<file path="src/rtl/rec_pkg.sv">
// Shared definitions for the beat-clocked note recorder transport:
// state encoding, counter width and default pitches.
package rec_pkg;

  typedef enum logic [2:0] {
    S_IDLE    = 3'd0,
    S_COUNTIN = 3'd1,
    S_REC     = 3'd2,
    S_PLAY    = 3'd3,
    S_GAP     = 3'd4
  } state_t;

  localparam int unsigned CNT_W          = 9;
  localparam int unsigned REC_MAX_BEATS  = 511;
  localparam logic [31:0] DEF_CLICK_FREQ = 32'd1000;

endpackage

</file>
<file path="src/rtl/btn_edge.sv">
// Rising-edge detector for one button level, sampled on the beat clock.
// The output is high for exactly one beat per press.
module btn_edge (
  input  logic beat,
  input  logic reset,
  input  logic btn,
  output logic rise
);

  logic prev;

  // NOTE: sequential state is always written with <= so every flop samples pre-edge values.
  always_ff @(posedge beat) begin
    if (reset) prev <= 1'b0;
    else       prev <= btn;
  end

  assign rise = btn & ~prev;

endmodule

</file>
<file path="src/rtl/rec_play_ctrl.sv">
// Transport sequencer for the note recorder: count-in, take, looped playback,
// and the speaker pitch mux.
module rec_play_ctrl
  import rec_pkg::*;
#(
  parameter int unsigned MAX_BEATS     = REC_MAX_BEATS,
  parameter int unsigned COUNTIN_BEATS = 4,
  parameter logic [31:0] CLICK_FREQ    = DEF_CLICK_FREQ,
  parameter int unsigned GAP_BEATS     = 2
) (
  input  logic             beat,
  input  logic             reset,
  input  logic             rec_btn,
  input  logic             play_btn,
  input  logic             stop_btn,
  input  logic             loop_en,
  input  logic [31:0]      freq_key,
  input  logic [31:0]      freq_rec,
  output logic             rec_begin,
  output logic             rec_play,
  output logic [31:0]      freq_out,
  output logic [CNT_W-1:0] take_len,
  output logic [2:0]       state_o
);

  localparam logic [CNT_W-1:0] COUNTIN_LAST = CNT_W'(COUNTIN_BEATS - 1);
  localparam logic [CNT_W-1:0] GAP_LAST     = CNT_W'(GAP_BEATS - 1);
  localparam logic [CNT_W-1:0] LEN_MAX      = CNT_W'(MAX_BEATS);
  localparam logic [CNT_W-1:0] ONE          = CNT_W'(1);

  state_t           state, next_state;
  logic [CNT_W-1:0] cnt, len, pcnt;
  logic             rec_e, play_e, stop_e;

  btn_edge u_rec_edge  (.beat(beat), .reset(reset), .btn(rec_btn),  .rise(rec_e));
  btn_edge u_play_edge (.beat(beat), .reset(reset), .btn(play_btn), .rise(play_e));
  btn_edge u_stop_edge (.beat(beat), .reset(reset), .btn(stop_btn), .rise(stop_e));

  // Recorder controls are decoded from next_state so they move with state_o.
  always_ff @(posedge beat) begin
    if (reset) begin
      state     <= S_IDLE;
      rec_begin <= 1'b0;
      rec_play  <= 1'b0;
    end else begin
      state     <= next_state;
      rec_begin <= (next_state == S_REC);
      rec_play  <= (next_state == S_PLAY);
    end
  end

  // NOTE: take_len is cleared on reset as well, since recorder memory is no longer trusted.
  always_ff @(posedge beat) begin
    if (reset) begin
      cnt      <= '0;
      len      <= '0;
      pcnt     <= '0;
      take_len <= '0;
    end else begin
      if (next_state != state)                        cnt <= '0;
      else if (state == S_COUNTIN || state == S_GAP)  cnt <= cnt + ONE;
      len  <= (state == S_REC  && next_state == S_REC)  ? len + ONE  : '0;
      pcnt <= (state == S_PLAY && next_state == S_PLAY) ? pcnt + ONE : '0;
      if (state == S_REC && next_state != S_REC) take_len <= len;
    end
  end

  // NOTE: next_state gets a default before the case so no path infers a latch.
  always_comb begin
    next_state = state;
    unique case (state)
      S_IDLE: begin
        if (!stop_e) begin
          if (rec_e)                           next_state = S_COUNTIN;
          else if (play_e && take_len != '0)   next_state = S_PLAY;
        end
      end
      S_COUNTIN: begin
        if (stop_e)                    next_state = S_IDLE;
        else if (cnt == COUNTIN_LAST)  next_state = S_REC;
      end
      S_REC: begin
        if (stop_e || rec_e || len == LEN_MAX) next_state = S_IDLE;
      end
      S_PLAY: begin
        if (stop_e || play_e)      next_state = S_IDLE;
        else if (pcnt == take_len) next_state = loop_en ? S_GAP : S_IDLE;
      end
      S_GAP: begin
        if (stop_e)                next_state = S_IDLE;
        else if (cnt == GAP_LAST)  next_state = loop_en ? S_PLAY : S_IDLE;
      end
      default: next_state = S_IDLE;
    endcase
  end

  always_comb begin
    freq_out = freq_key;
    unique case (state)
      S_COUNTIN: freq_out = cnt[0] ? 32'd0 : CLICK_FREQ;
      S_PLAY:    freq_out = freq_rec;
      S_GAP:     freq_out = 32'd0;
      default:   freq_out = freq_key;
    endcase
  end

  assign state_o = state;

endmodule

</file>
<file path="config.mk">
export PLATFORM = sky130hd
export DESIGN_NAME = rec_play_ctrl
export DESIGN_NICKNAME = d
export VERILOG_FILES = /design/src/rtl/rec_pkg.sv /design/src/rtl/btn_edge.sv /design/src/rtl/rec_play_ctrl.sv
export SDC_FILE = /design/constraint.sdc
export NUM_CORES = 1
export LEC_CHECK = 0
export BUFFER_PORTS_ARGS = -buffer_cell sky130_fd_sc_hd__buf_4
export CAP_MARGIN = 10
export CORE_MARGIN = 2
export CORE_UTILIZATION = 44
export CTS_BUF_LIST = sky130_fd_sc_hd__clkbuf_8 sky130_fd_sc_hd__clkbuf_16
export DETAILED_ROUTE_END_ITERATION = 8
export GPL_TIMING_DRIVEN = 0
export PLACE_DENSITY = 0.76
export SLEW_MARGIN = 20
export SYNTH_ARGS = -nofsm -noshare
export SYNTH_HDL_FRONTEND = slang
export SYNTH_SLANG_ARGS = --single-unit
export TNS_END_PERCENT = 50
</file>
<file path="constraint.sdc">
create_clock -name beat -period 2.45 [get_ports beat]
set_input_delay 0 -clock beat [delete_from_list [all_inputs] [get_ports beat]]
set_output_delay 0 -clock beat [all_outputs]
set_load 0.01 [all_outputs]
</file>
* Word level (Yosys, flattened, before mapping)
Index checks and enable logic that the tools add are counted.
Storage, ports and cells: register bits after elaboration 44, output and inout port bits 46, word-level logic and storage cells 61
Cells by class: add/subtract/negate cells 3, equal/unequal tests 12, multiplexer cells 15, bitwise operators 8, reductions and logical operators 13
Operator list (number):
- 32-bit case mux with 3 select lines | 1
- 3-bit two-way mux | 11
- 9-bit by 1-bit adder with 9-bit output, second input constant | 3
- 3-bit case mux with 5 select lines | 1
- 3-bit by 2-bit equality test with 1-bit output, second input constant | 4
- 10-bit two-way mux | 1
- 9-bit by 1-bit equality test with 1-bit output, second input constant | 1
- 9-bit by 2-bit equality test with 1-bit output, second input constant | 1
- 9-bit equality test | 1
- 9-bit equality test, second input constant | 1
- 9-bit nonzero test | 1
- 2-bit OR reduction | 3
- 1-bit NOT | 5
- 1-bit logical AND | 4
- 1-bit logical OR | 4
- 1-bit AND | 3
- 3-bit by 1-bit equality test with 1-bit output, second input constant | 1
- 3-bit equality test, second input constant | 1
- 3-bit logical NOT | 1
- 3-bit by 2-bit != test with 1-bit output, second input constant | 1
- 3-bit != test | 1
- 2-bit two-way mux | 1

* Longest topological paths before layout
depth in word-level cells 11, gate-level depth with buffers 10, depth with buffers taken out 10

* Modules after synthesis
A second synthesis with hierarchy kept.
Second synthesis, totals: cell total of the unflattened synthesis 345, area total of the unflattened synthesis 2697.6 µm²
By module, submodules not included:
- rec_play_ctrl | times used 1, cells an instance 336, area each 2555.0 µm², seq. area each 820.8 µm²
- btn_edge | times used 3, cells an instance 3, area each 47.5 µm², seq. area each 20.0 µm²

* Worst setup path before layout
No wires, ideal clock.
path type register -> register, start register len[0], end register cnt[0], library setup time 0.129 ns, arrival time 2.008 ns, path slack 0.312 ns, stages on the path, launching flop included 11, period minus slack after synthesis 2.138 ns, cell sequence dfxtp_1 > ha_1 > nand3_1 > nor2_1 > and3_1 > ha_1 > nor4b_2 > a31oi_4 > nand4_4 > xor2_4 > nor3_1
On the way: longest elaborated chain between the ends 6
Ends and longest elaborated chain:
- start, declared | line rec_play_ctrl.sv:32 | logic [CNT_W-1:0] cnt, len, pcnt;
- start signal, assigned | line rec_play_ctrl.sv:62 | len <= (state == S_REC && next_state == S_REC) ? len + ONE : '0;
- 9-bit equality test | line rec_play_ctrl.sv:83 | if (stop_e || rec_e || len == LEN_MAX) next_state = S_IDLE;
- 1-bit logical OR | line rec_play_ctrl.sv:83
- 3-bit two-way mux | line rec_play_ctrl.sv:83
- 3-bit case mux with 5 select lines | line rec_play_ctrl.sv:71 | unique case (state)
- 3-bit != test | line rec_play_ctrl.sv:60 | if (next_state != state) cnt <= '0;
- 2-bit OR reduction (no source line)
- end signal, assigned | line rec_play_ctrl.sv:61 | else if (state == S_COUNTIN || state == S_GAP) cnt <= cnt + ONE;
- end, declared | line rec_play_ctrl.sv:32
No other way between the ends. A chain may end at the register's enable or synchronous reset.

* Worst setup path after layout
start register len[1], end register cnt[4]
The elaborated chain is that of the path after synthesis.

==> qor.yml <==
yosys:
  synth_cell_types: 49
  synth_seq_area_share_pct: 34.1
  avgSynthCellArea_um2: 9.19
  synthesis.nets: 356
  synth_seq_cells: 44
  synth_cells: 281
  yosysWarnings: 0
  synth_edf_count: 0
  netlist_area_mm2: 0.00258
  ys.flop_type: "dfxtp_1"
  async_flop_share_pct: 0
hold_path:
  hold_depth: 3
  holdPathEnd: "state_o[2]"
  hold_start: "loop_en"
  hp-class: "in2reg"
power:
  p_leak_nw: 1.63
  p_sw_mw: 0.387
  clock_power_share_pct: 34.8
  p_sw_share_pct: 24.4
  internal_power_mw: 1.20
  power.density_mw_per_mm2: 426
  pwr-share-comb_pct: 19.5
  sequentialPowerShare_pct: 45.7
  peakVddDrop_mv: 0.432
floorplanning:
  start_util_pct: 46.3
  die_w_um: 80.6
  rows: 27
  dieArea_mm2: 0.00649
  num_io_pins: 116
  coreArea_mm2: 0.00557
  die_h_um: 80.6
route:
  drc_errors: 0
  wl_per_cell_um: 15.2
  first_pass_iters: 4
  via_per_inst: 5.16
  drt_iter0_drc: 104
  ant_nets: 0
  vias: 2478
  drt_wl_total_um: 7310
place:
  place_area_mm2: 0.00353
  io_buffers: 114
  gp_congestion: 0.818
  dp_hpwl_um: 5580
  dp.cells: 467
worst_setup_path:
  r2r_slack_ps: 150
  start_kind: "register"
  critical_path_arrival_ps: 2480
  path_buf_inv: 0
  crit_path_top_delay_cell: "dfxtp_1"
  cp_cell_sequence: "ha_2 -> nand3_1 -> nor2_2 -> and3_1 -> ha_1 -> nor4b_4 -> a31oi_4 -> nand4_4 -> xor2_2 -> nor3_1"
  r2r_end: "cnt[4]"
  worst_setup_path_end_kind: "register"
  critical-path-top-delay-family: "simple AND/OR/NAND/NOR gates"
  path_max_fanout: 4
  critPathRequiredTime_ps: 2640
  critical_path_class: "reg2reg"
  r2r_start: "len[1]"
  critPathMaxStageDelay_ps: 380
  rr_worst_depth: 10
timing:
  slew_headroom_pct: 62.8
  setup_viol: 0
  hold-worst-slack_ps: 80.3
  finalCritPeriodShare_pct: 93.7
  finalHoldViolCount: 0
  period_minus_slack_ps: 2300
  worstMarginPinSlew_ps: 558
  fin_skew_ps: 5.52
  timing.fmax_mhz: 435
  final_max_slew_viol_count: 0
global_routing:
  grt_pass1_wl_um: 11300
  grt_pass1_vias: 2299
  use_met3_pct: 5.62
  antenna_found_initial: 0
  grt_use_met2_pct: 34.0
  grt-busiest-layer: "met2"
  gr-total-overflow: 0
  grt_util_all_layers_pct: 22.1
  grtUsageMet1_pct: 30.9
  grt_max_degree: 15
clock_tree:
  clockRootBuffer: "clkbuf_8"
  h-tree-depth: 2
  cts_tree: "built"
  clk-insertion-delay-late_ps: 300
  cts_made_buffers: 5
  cts.clk_slew.worst_paths_ps: 80
  numClockSinks: 44
  clockBufferDepth: 2
layout:
  diodes: 0
  area_delta_synth_final_pct: 44.3
  stdcell_area_mm2: 0.00372
  multi_input_area_mm2: 0.00165
  nNetsFinal: 482
  n_fill_cell: 469
  drive_gt1_share_pct: 37.5
  final_util_pct: 66.8
  instances_no_fill: 480
  seq_area_um2: 882
outcome:
  outcome: "finished, final reports clean"
run:
  max-cap-violations: 0
==> cell type report <==
class / count / area share [%]
inverters: 2 / 0.202
clock inverters: 3 / 1.14
plain buffers: 14 / 2.02
repair buffers: 118 / 24.3
clock buffers: 5 / 1.85
well taps: 72 / 2.42
flip-flops and latches: 44 / 23.7
multi-input cells: 222 / 44.4
==> what timing repair did <==
action,CTS,global route
setup buffers,0,1
resized for setup,0,5
endpoints found under the hold margin,3,0
endpoints found under the setup margin,0,37
hold buffers,3,0
==> tightest hold or removal path, stage by stage <==
cell and delay, ps:
buf_4 120, nand3_1 120, a221oi_1 90
==> sequential cells by signal, summed over array words and instances (netlist names) <==
| name | count |
|---|---|
| cnt | 9 |
| len | 9 |
| pcnt | 9 |
| take_len | 9 |
| state_o | 3 |
| rec_begin | 1 |
| rec_play | 1 |
| u_play_edge.prev | 1 |
| u_rec_edge.prev | 1 |
| u_stop_edge.prev | 1 |
==> cell usage after synthesis, types with 2 or more instances <==
library cell | n | share of area [%]
buf_2 | 3 | 0.58
dfxtp_1 | 44 | 34
xor2_1 | 9 | 3.1
nand2b_1 | 11 | 2.7
a22o_1 | 26 | 8.8
nand3_1 | 12 | 2.3
nor4_1 | 2 | 0.48
and3_1 | 7 | 1.7
nor3_1 | 11 | 2.1
nor2b_1 | 5 | 1.2
a211oi_1 | 6 | 1.7
nor4b_2 | 2 | 1.2
mux2i_1 | 9 | 3.5
inv_1 | 2 | 0.29
a31oi_1 | 2 | 0.48
ha_1 | 5 | 2.4
clkbuf_1 | 8 | 1.2
buf_6 | 2 | 0.87
nand4_1 | 6 | 1.5
nor2_1 | 39 | 5.7
xnor2_1 | 21 | 7.1
nand4_4 | 2 | 1.6
a21oi_1 | 7 | 1.4
nand2_1 | 15 | 2.2
==> cells by family after synthesis <==
logic type / Yosys count / share of synthesized area [%]
AOI/OAI and AO/OA: 51 / 18.1
xor gates and xnor gates: 31 / 11.2
adders and majority gates: 5 / 2.42
buffers and inverters: 16 / 3.20
DFF: 44 / 34.1
muxes: 9 / 3.49
and+or+nand+nor: 125 / 27.4
==> stage by stage <==
stage | TNS (ps) | worst slack [ps] | power, mW
after floorplan | 0 | 312 | 0.872
after global placement | 0 | 102 | 1.04
after detailed placement | 0 | 84.5 | 1.04
after CTS | 0 | 74.1 | 1.60
after global routing | -52.5 | -18.9 | 1.66
final | 0 | 153 | 1.59
==> cell usage in the layout, fill, tap and decap left out, types with 3 or more instances in the layout <==
master,synthesis,final
xnor2_1,21,21
nand2_1,15,15
nand3_1,12,12
mux2i_1,9,9
xor2_1,9,9
dlygate4sd3_1,0,3
nor3_1,11,11
clkbuf_8,0,5
buf_2,3,3
a21oi_1,7,7
nor2b_1,5,5
and3_1,7,7
a22o_1,26,26
a211oi_1,6,6
ha_1,5,4
clkbuf_1,8,8
buf_4,1,115
nor2_1,39,38
nand2b_1,11,11
dfxtp_1,44,43
nand4_1,6,6
==> how the worst max path moves through the flow <==
stage,from,endpoint,cells past startpoint
finish,len[1],cnt[4],10
detailed placement,len[0],cnt[6],10
floorplan,len[0],cnt[0],10
CTS,len[0],cnt[6],10
global route,len[1],cnt[5],10
global placement,len[0],cnt[6],10
==> power groups by stage <==
| stage | Clock (mW) | Combinational [mW] | Sequential (mW) |
|---|---|---|---|
| after global routing | 0.603 | 0.333 | 0.727 |
| final | 0.553 | 0.309 | 0.725 |
| after global placement | 0 | 0.299 | 0.742 |
| after CTS | 0.568 | 0.308 | 0.725 |
| after floorplan | 0 | 0.130 | 0.742 |
| after detailed placement | 0 | 0.303 | 0.742 |
==> routing by layer <==
| metal | share of wire [%] | wire length (um) | vias up |
|---|---|---|---|
| li1 | - | - | 1262 |
| met5 | 0 | 0 | - |
| met2 | 50 | 3670 | 61 |
| met1 | 43 | 3150 | 1147 |
| met3 | 5.8 | 422 | 8 |
| met4 | 0.97 | 71 | 0 |
Note: power is estimated with default switching activity, not from simulation.
